File: src/rtl/logo_mem_port.sv
// Slot-bus initiator for the 16 KiB logo memory: synchronizes MSX strobes,
// issues one timed memory access per strobe and drives read data back onto the bus.
module logo_mem_port #(
  parameter logic [1:0] BASE_PAGE = 2'd1
) (
  input  logic        clock,
  input  logic        reset_n,
  input  logic        bus_sel_n,
  input  logic        bus_rd_n,
  input  logic        bus_wr_n,
  input  logic [15:0] bus_addr,
  input  logic [7:0]  bus_data_in,
  input  logic        write_enable,
  output logic [7:0]  bus_data_out,
  output logic        bus_data_oe,
  output logic [13:0] mem_address,
  output logic [7:0]  mem_data,
  output logic        mem_wren,
  input  logic [7:0]  mem_q
);

  typedef enum logic [2:0] {
    IDLE, RD_ADDR, RD_WAIT, RD_HOLD, WR_PULSE, WR_HOLD
  } state_e;

  state_e      state_q, state_d;
  logic [1:0]  sel_sync_q, sel_sync_d;
  logic [1:0]  rd_sync_q, rd_sync_d;
  logic [1:0]  wr_sync_q, wr_sync_d;
  logic [1:0]  flush_q, flush_d;
  logic        rd_prev_q, rd_prev_d;
  logic        wr_prev_q, wr_prev_d;
  logic [7:0]  bus_data_out_q, bus_data_out_d;
  logic        bus_data_oe_q, bus_data_oe_d;
  logic [13:0] mem_address_q, mem_address_d;
  logic [7:0]  mem_data_q, mem_data_d;
  logic        mem_wren_q, mem_wren_d;

  logic sel_s, rd_s, wr_s, rd_fall, wr_fall, hit;

  // NOTE: raw strobes are asynchronous; only the second synchronizer stage may feed logic.
  assign sel_s = sel_sync_q[1];
  assign rd_s  = rd_sync_q[1];
  assign wr_s  = wr_sync_q[1];

  assign rd_fall = rd_prev_q & ~rd_s;
  assign wr_fall = wr_prev_q & ~wr_s;
  assign hit     = ~sel_s && (bus_addr[15:14] == BASE_PAGE) && (state_q == IDLE);

  always_comb begin
    // NOTE: every _d gets a default first so no path leaves a variable unassigned (no latches).
    sel_sync_d     = {sel_sync_q[0], bus_sel_n};
    rd_sync_d      = {rd_sync_q[0], bus_rd_n};
    wr_sync_d      = {wr_sync_q[0], bus_wr_n};
    flush_d        = {flush_q[0], 1'b1};
    // Until the chains hold real bus levels, their reset 1s must not look like a released strobe.
    rd_prev_d      = flush_q[1] ? rd_s : 1'b0;
    wr_prev_d      = flush_q[1] ? wr_s : 1'b0;
    state_d        = state_q;
    bus_data_out_d = bus_data_out_q;
    bus_data_oe_d  = bus_data_oe_q;
    mem_address_d  = mem_address_q;
    mem_data_d     = mem_data_q;
    mem_wren_d     = 1'b0;

    unique case (state_q)
      IDLE: begin
        if (hit && rd_fall) begin
          state_d       = RD_ADDR;
          mem_address_d = bus_addr[13:0];
        end else if (hit && wr_fall) begin
          state_d       = WR_PULSE;
          mem_address_d = bus_addr[13:0];
          mem_data_d    = bus_data_in;
          mem_wren_d    = write_enable;
        end
      end
      RD_ADDR: state_d = RD_WAIT;
      RD_WAIT: begin
        bus_data_out_d = mem_q;
        bus_data_oe_d  = 1'b1;
        state_d        = RD_HOLD;
      end
      RD_HOLD: begin
        if (rd_s || sel_s) begin
          bus_data_oe_d = 1'b0;
          state_d       = IDLE;
        end
      end
      WR_PULSE: state_d = WR_HOLD;
      WR_HOLD: begin
        if (wr_s || sel_s) state_d = IDLE;
      end
      default: state_d = IDLE;
    endcase
  end

  // NOTE: sequential state uses non-blocking assignments only.
  always_ff @(posedge clock or negedge reset_n) begin
    if (!reset_n) begin
      state_q        <= IDLE;
      sel_sync_q     <= 2'b11;
      rd_sync_q      <= 2'b11;
      wr_sync_q      <= 2'b11;
      flush_q        <= 2'b00;
      rd_prev_q      <= 1'b0;
      wr_prev_q      <= 1'b0;
      bus_data_out_q <= 8'h00;
      bus_data_oe_q  <= 1'b0;
      mem_address_q  <= 14'h0000;
      mem_data_q     <= 8'h00;
      mem_wren_q     <= 1'b0;
    end else begin
      state_q        <= state_d;
      sel_sync_q     <= sel_sync_d;
      rd_sync_q      <= rd_sync_d;
      wr_sync_q      <= wr_sync_d;
      flush_q        <= flush_d;
      rd_prev_q      <= rd_prev_d;
      wr_prev_q      <= wr_prev_d;
      bus_data_out_q <= bus_data_out_d;
      bus_data_oe_q  <= bus_data_oe_d;
      mem_address_q  <= mem_address_d;
      mem_data_q     <= mem_data_d;
      mem_wren_q     <= mem_wren_d;
    end
  end

  assign bus_data_out = bus_data_out_q;
  assign bus_data_oe  = bus_data_oe_q;
  assign mem_address  = mem_address_q;
  assign mem_data     = mem_data_q;
  assign mem_wren     = mem_wren_q;

endmodule

File: config.mk
export PLATFORM = sky130hd
export DESIGN_NAME = logo_mem_port
export DESIGN_NICKNAME = d
export VERILOG_FILES = /design/src/rtl/logo_mem_port.sv
export SDC_FILE = /design/constraint.sdc
export NUM_CORES = 1
export LEC_CHECK = 0
export CAP_MARGIN = 20
export CORE_MARGIN = 8
export CORE_UTILIZATION = 42
export CTS_CLUSTER_SIZE = 24
export DETAILED_ROUTE_END_ITERATION = 10
export PLACE_DENSITY_LB_ADDON = 0.12
export RECOVER_POWER = 100
export SYNTH_ARGS = -nofsm -noshare
export SYNTH_HDL_FRONTEND = slang
export SYNTH_SLANG_ARGS = --single-unit
export TNS_END_PERCENT = 30
File: constraint.sdc
create_clock -name clock -period 2.1 [get_ports clock]
set_input_delay 0.525 -clock clock [delete_from_list [all_inputs] [get_ports clock]]
set_output_delay 0.525 -clock clock [all_outputs]
set_load 0.05 [all_outputs]
After elaboration in Yosys (flattened, before gate mapping):

Cells that the tools add are included.

* output and inout bits: 32
* register bits after elaboration: 45

* mux-type cells: 14
* bitwise gates (word level): 6
* equality and inequality tests: 9
* reductions and logical operators: 13

Operator list (number)
* 14-bit 2-to-1 mux: 2
* 3-bit one-hot mux with 6 select lines: 1
* 3-bit 2-to-1 mux: 4
* 3-bit by 2-bit == test with 1-bit output (second input constant): 2
* 3-bit == test (second input constant): 2
* 1-bit 2-to-1 mux: 6
* 3-bit AND reduction: 2
* 1-bit logical AND: 4
* 2-bit != test (second input constant): 2
* 1-bit inverter: 4
* 2-bit AND reduction: 2
* 2-bit nonzero test: 2
* 3-bit by 1-bit == test with 1-bit output (second input constant): 1
* 3-bit logical NOT: 1
* 3-bit by 1-bit != test with 1-bit output (second input constant): 1
* 1-bit AND: 2
* 2-bit by 1-bit == test with 1-bit output (second input constant): 1
* 1-bit logical OR: 2
* 1-bit one-hot mux with 2 select lines: 1

Depth between registers and ports, before layout:

Gate-level depths: netlist of the first run.

* word-level depth: 7
* mapped depth: 4
* depth with buffers taken out: 3

Worst setup path after synthesis of the first run:

OpenSTA, ideal clock, no wires.

* kind: in2reg
* start point: input bus_addr[15]
* end point: register mem_data_q[0] (netlist: mem_data[0])
* data arrival time: 1502 ps
* stages on the path: 3
* slack: 474 ps
* library setup time: 125 ps
* buffers on the path: 0
* path through: nor4b_4 nand4b_2 mux2_2

* longest elaborated chain between the ends: 6

Ends and longest elaborated chain
* from (decl): RTL line 11 `input logic [15:0] bus_addr,`
* 2-bit by 1-bit == test with 1-bit output *: RTL line 48 `assign hit = ~sel_s && (bus_addr[15:14] == BASE_PAGE) && (state_q == IDLE);`
* 1-bit logical AND * (2 in series): RTL line 48
* 1-bit logical AND: RTL line 68 `if (hit && rd_fall) begin`
* 1-bit inverter (no line)
* 3-bit AND reduction (no line) *
* to (signal assigned): RTL line 124 `mem_data_q <= mem_data_d;`
* to (decl): RTL line 36 `logic [7:0] mem_data_q, mem_data_d;`

Mark *: on every way between the ends. The rest lies on a longest branch, timed or not.
A chain may end at the register's enable or synchronous reset.

Final worst setup path of the first run:

* start point: register mem_data_q[4] (netlist: mem_data[4])
* end point: output mem_data[4]

RTL lines
* to (decl): RTL line 17 `output logic [7:0] mem_data,`

No word-level cell between the ends.

==> flow_summary_export.csv, run 1 <==
group,metric,value,unit
outcome,status,"complete, no violations",
global_routing,grt_max_degree,30,
yosys,synth_xor_area_share,0,%
yosys,synthCells,105,
cts,post_cts_buffers,0,
cts,htreeDepth,2,
hold_path,hold_path_end,"flush_q[1]$_DFF_PN0_",
setup_path,rr_startpoint,"rd_sync_q[1]$_DFF_PN1_",
yosys,syn_area_per_cell,16.1,um^2
setup_path,rr_endpoint,"mem_data[2]$_DFFE_PN0P_",
setup_path,critPathCaptureType,"output pin",
hold_path,whs_path_depth,0,
yosys,synth_top_area_cell,"dfrtp_1",
yosys,synth-edff-count,0,
cts,root_buffer,"clkbuf_8",
placed_design,place_inst,225,
yosys,synth_top_family_by_area,"multiplexers",
setup_path,ff2ff_setup_slack,0.22,ns
setup_path,max_stage_delay,0.87,ns
die,die_h,79.4,um
hold_path,hold_start,"flush_q[0]$_DFF_PN0_",
cells_and_area,synthToLayoutAreaGrowth,48.5,%
hold_path,holdCritPathClass,"flop to flop",
setup_path,cp_max_fo,2,
routing,ant_nets,0,
yosys,yosysMostFrequentCell,"dfrtp_1",
cts,cts.clk_slew.worst_paths,0.08,ns
sta,setup_viol,0,
yosys,syn_nets,143,
yosys,synth_top_area_share,57.8,%
cts,clock_sinks,45,
power,ir_drop,771,uV
yosys,synth.area.top_cells,"dfrtp_1 (58%), mux2_2 (20%), dfstp_2 (9.3%)",
sta,hold_viol_final,0,
placed_design,gp_congestion,0.713,
global_routing,grt_pass1_vias,1224,
cts,cts-resized-gates,0,
die,core-area,3940,um^2
sta,fin_crit_sh,96.7,%
setup_path,crit_path_top_delay_cell,"dlygate4sd3_1",
yosys,synth_area,1690,um^2
placed_design,io_buffers,69,
yosys,synth-simple-area-share,7.19,%
global_routing,grt_usage,12.0,%
routing,dr.pass1.iters,3,
global_routing,grt_pass1_wl,5820,um
sta,worst_pin_slew,1.43,ns
routing,wl_per_cell,15.5,um
cells_and_area,n_antenna_cell,0,
yosys,yosysWarnings,0,
setup_path,crit_type,"flop to output pin",
setup_path,path_buf_inv,1,
cts,cts-hold-fix-buffers,0,
yosys,synthAdderAreaFrac,0,%
flow_run,maxCapViolations,0,
sta,fmax,493,MHz
die,io_pins,70,
cells_and_area,drive_gt1_share,24.2,%
die,dieArea,6310,um^2
routing,totalWireLength,3600,um
yosys,synth_compound_area_share,4.37,%
cts,cts_buffers,5,
sta,timing.final.ws_setup,0.0701,ns
power,p_leak,1.12,nW
power,power.density,1370,nW/um^2
yosys,yosysUniqueCellTypes,23,
yosys,ys_seq_area_share,67.1,%
placed_design,dpl.hpwl,2850,um
die,initial_core_util,42.8,%
sta,skew,0.00803,ns
cts,tritoncts,"built",
setup_path,path_cells,"dlygate4sd3_1",
setup_path,startpoint_type,"flop",
yosys,ys_top_cells_by_count,"dfrtp_1 (39), mux2_2 (30), dfstp_2 (6)",
sta,relSlewSlack,4.38,%
cells_and_area,fin_cells,232,
die,die_w,79.4,um
cts,cts_max_path_buffers,2,
setup_path,worstPathRequired,1.57,ns
setup_path,crit_family,"buffers and inverters",
cts,clk_latency,0.29,ns
yosys,async_flop_share,100,%
routing,vias,1114,
cells_and_area,utilization,63.6,%
placed_design,preCtsSetupSlack,-0.0849,ns
yosys,synth_flop_cell,"dfrtp_1",
setup_path,r2r_cells,4,
setup_path,worst-endpoint-arrival,1.50,ns
die,rows,23,
sta,period_needed,2.03,ns
cells_and_area,fin_nets,220,
routing,viasPerCell,4.80,
sta,whs,0.355,ns
routing,first_iter_violations,34,
sta,drv_slew,0,
global_routing,antenna_found_initial,0,
yosys,synthMuxAreaShare,20.0,%
yosys,ys_ff_latch,45,
routing,drc,0,
global_routing,grt-ovfl-total,0,
sta,rsz0062_at_grt,"no",
where the power goes:
group / leakage [nW] / total, mW / switching, mW / internal, mW
registers: 0.563 / 1.26 / 0.139 / 1.12
logic: 0.514 / 1.68 / 1.05 / 0.633
clock network: 0.0410 / 0.484 / 0.259 / 0.226
total: 1.12 / 3.43 / 1.45 / 1.98
final cells by class:
type	count	area, um^2
inverters	2	7.51
fillers	287	1430
clock buffers	6	72.6
multi-input cells	57	534
flip-flops and latches	45	1130
well taps	50	62.6
repair buffers	71	693
clock inverters	1	5.00
layer usage:
layer	global-route usage [%]	up-vias	part of all wire, %
met3	5.41	8	9.0
met1	11.8	547	37
met2	21.4	42	52
met4	5.00	0	2.0
met5	0	-	0
li1	-	517	-
state kept, by name, summed over array words and instances (netlist names):
name          count
mem_address      14
wr_prev_q         1
rd_sync_q         2
flush_q           2
bus_data_oe       1
bus_data_out      8
wr_sync_q         2
state_q           3
sel_sync_q        2
rd_prev_q         1
mem_data          8
mem_wren          1
cell usage in the layout, fill, tap and decap left out:
master	instances
nor2b_1	3
nor2_1	5
nor3_1	1
mux2_2	30
conb_1	1
a22oi_1	1
clkbuf_1	3
dfrtp_1	39
a311oi_1	1
nand2_1	1
a21o_1	1
a211o_1	1
nand2b_1	1
o211ai_4	1
dlygate4sd3_1	10
dfstp_2	4
nor3b_1	2
clkbuf_8	5
inv_1	2
and2_1	2
nor4b_4	1
o21ai_0	3
clkdlybuf4s50_1	58
clkbuf_2	1
nand4b_2	1
a21oi_1	1
clkinv_2	1
dfstp_1	2
how the worst max path moves through the flow:
stage,from,end,depth (start not counted)
2_1_floorplan,bus_addr[15],mem_data[0]$_DFFE_PN0P_,3
3_3_place_gp,bus_addr[15],mem_address[0]$_DFFE_PN0P_,4
3_5_place_dp,bus_addr[15],mem_address[1]$_DFFE_PN0P_,4
4_1_cts,mem_data[0]$_DFFE_PN0P_,mem_data[0],1
5_1_grt,bus_data_out[2]$_DFFE_PN0P_,bus_data_out[2],1
6_report,mem_data[4]$_DFFE_PN0P_,mem_data[4],1
stage by stage:
stage                     TNS [ns]  cell area [um^2]  power, mW
after CTS                        0              2520       3.50
after global placement      -0.127              2440       2.96
after detailed placement     -1.50              2440       3.01
after floorplan                  0              1690       2.38
after global routing             0              2510       3.60
final                            0              2510       3.43
cells by family after synthesis:
logic type	count (synthesis)
mux	30
simple gates	17
other cells	1
buf+inv	3
flops	45
compound gates	9
No activity file was read; power rests on OpenSTA's default activity.
==> inputs of run 2 (changes only) <==
CTS_CLUSTER_DIAMETER = 30   (was unset)
SETUP_SLACK_MARGIN = 0.2   (was unset)
==> flow_summary_export.csv, run 2 (synthesis gave the netlist of run 1 again) <==
group,metric,value,unit
routing,highest_layer,"met4",
setup_path,critPathCaptureType,"output pin",
cells_and_area,drive_gt1_share,24.2,%
cts,root_buffer,"clkbuf_8",
setup_path,ff2ff_setup_slack,0.24,ns
setup_path,path_cells,"dlygate4sd3_1",
routing,dr.pass1.iters,3,
power,power.switching,1.45,mW
die,die_h,79.4,um
power,swShare,43.9,%
setup_path,crit_family,"buffers and inverters",
power,p_leak,1.12,nW
sta,period_needed,2.02,ns
sta,relSlewSlack,4.30,%
die,initial_core_util,42.8,%
power,finalPower,3.30,mW
cts,tritoncts,"built",
routing,wl_met3,297,um
die,die_w,79.4,um
placed_design,io_buffers,69,
routing,vias,1104,
power,power_frac_clock,14.6,%
outcome,status,"complete, no violations",
sta,setup_viol,0,
die,io_pins,70,
die,core-area,3940,um^2
cells_and_area,n_antenna_cell,0,
cells_and_area,synthToLayoutAreaGrowth,43.8,%
cts,clock_sinks,45,
sta,rsz0062_at_grt,"yes",
sta,drv_slew,0,
routing,drc,0,
placed_design,gp_congestion,0.713,
cts,cts-hold-fix-buffers,0,
routing,first_iter_violations,50,
setup_path,max_stage_delay,0.87,ns
setup_path,path_buf_inv,1,
placed_design,dpl.hpwl,2850,um
cts,cts_max_path_buffers,2,
cts,cts_buffers,5,
die,rows,23,
cells_and_area,utilization,61.6,%
global_routing,grt_max_degree,30,
power,ir_drop,786,uV
power,intPower,1.86,mW
sta,fin_crit_sh,96.3,%
power,seqPwrFrac,38.0,%
cts,cts.clk_slew.worst_paths,0.07,ns
setup_path,startpoint_type,"flop",
hold_path,holdCritPathClass,"flop to flop",
power,power.density,1360,nW/um^2
sta,worst_pin_slew,1.44,ns
routing,ant_nets,0,
routing,wl_met2,1880,um
setup_path,worst-endpoint-arrival,1.50,ns
global_routing,grt_pass1_vias,1224,
global_routing,grt-ovfl-total,0,
sta,fmax,494,MHz
routing,wl_met1,1370,um
cts,htreeDepth,2,
cells_and_area,fin_nets,220,
flow_run,maxCapViolations,0,
power,power_frac_comb,47.3,%
setup_path,cp_max_fo,2,
cells_and_area,final_cell_mix,"clkdlybuf4s50_1 (41), dfrtp_1 (39), mux2_2 (30), clkbuf_1 (14), dlygate4sd2_1 (9)",
cells_and_area,final_common_cell,"clkdlybuf4s50_1",
cts,clk_latency,0.29,ns
sta,skew,0.00809,ns
routing,totalWireLength,3620,um
routing,viasPerCell,4.76,
global_routing,antenna_found_initial,0,
setup_path,worstPathRequired,1.57,ns
global_routing,grt_pass1_wl,5810,um
sta,hold_viol_final,0,
setup_path,crit_type,"flop to output pin",
cells_and_area,largest_reg_flops,14,
routing,wl_per_cell,15.6,um
setup_path,crit_path_top_delay_cell,"dlygate4sd3_1",
sta,setup_tns,0,ns
global_routing,grt_usage,12.0,%
die,dieArea,6310,um^2
## run 2: cell types whose count changed in the layout (fill, tap and decap cells not counted)
cell,change
clkdlybuf4s50_1,-17
dlygate4sd2_1,+9
clkbuf_1,+11
dlygate4sd3_1,-3
## run 2: worst paths after layout
path                                                  start  cells after the start                     endpoint
worst min-delay path                   flush_q[0]$_DFF_PN0_                      0         flush_q[1]$_DFF_PN0_
worst min register to register         flush_q[0]$_DFF_PN0_                      0         flush_q[1]$_DFF_PN0_
worst max register to register       rd_sync_q[1]$_DFF_PN1_                      4      mem_data[2]$_DFFE_PN0P_
max in group asynchronous                           reset_n                      2  bus_data_out[7]$_DFFE_PN0P_
worst max-delay path            bus_data_out[3]$_DFFE_PN0P_                      1              bus_data_out[3]
min in group asynchronous                           reset_n                      1   mem_address[6]$_DFFE_PN0P_
## run 2: metrics by stage
stage | area, um^2 | setup WS [ns] | hold WS (ns) | instances
floorplan | 1690 | 0.474 | 0.229 | 105
global placement | 2440 | -0.0104 | 0.333 | 225
detailed placement | 2440 | -0.0849 | 0.340 | 225
CTS | 2510 | 0.107 | 0.244 | 232
global route | 2430 | 0.0493 | 0.362 | 232
finish | 2430 | 0.0773 | 0.355 | 232
## run 2: power by group through the flow
stage | Sequential (mW) | Combinational [mW] | Clock [mW]
2_1_floorplan | 2.04 | 0.344 | 0
3_3_place_gp | 1.26 | 1.70 | 0
3_5_place_dp | 1.28 | 1.73 | 0
4_1_cts | 1.26 | 1.70 | 0.507
5_1_grt | 1.29 | 1.64 | 0.540
6_report | 1.26 | 1.56 | 0.484
## run 2: layout make-up
class,count,area [um^2]
clock buffers,6,72.6
clock inverters,1,5.00
fillers,302,1510
inverters,2,7.51
multi-input cells,57,534
flip-flops and latches,45,1130
well taps,50,62.6
repair buffers,71,613
## run 2: repair_timing
item,CTS,global route
buffers inserted,0,0
gates resized for setup,9,11
endpoints found under the setup margin,32,37
gates cloned,0,0
## run 2: per-layer routing
metal	GRT usage, %	vias up
li1	-	517
met1	11.9	537
met2	21.4	42
met3	5.18	8
met4	5.00	0
met5	0	-
## run 2: worst reg2reg max path: stages, from the launching register on
cell and delay (ns):
dfstp_1 0.40, nor2b_1 0.35, nand4b_2 0.21, clkbuf_1 0.39, mux2_2 0.40
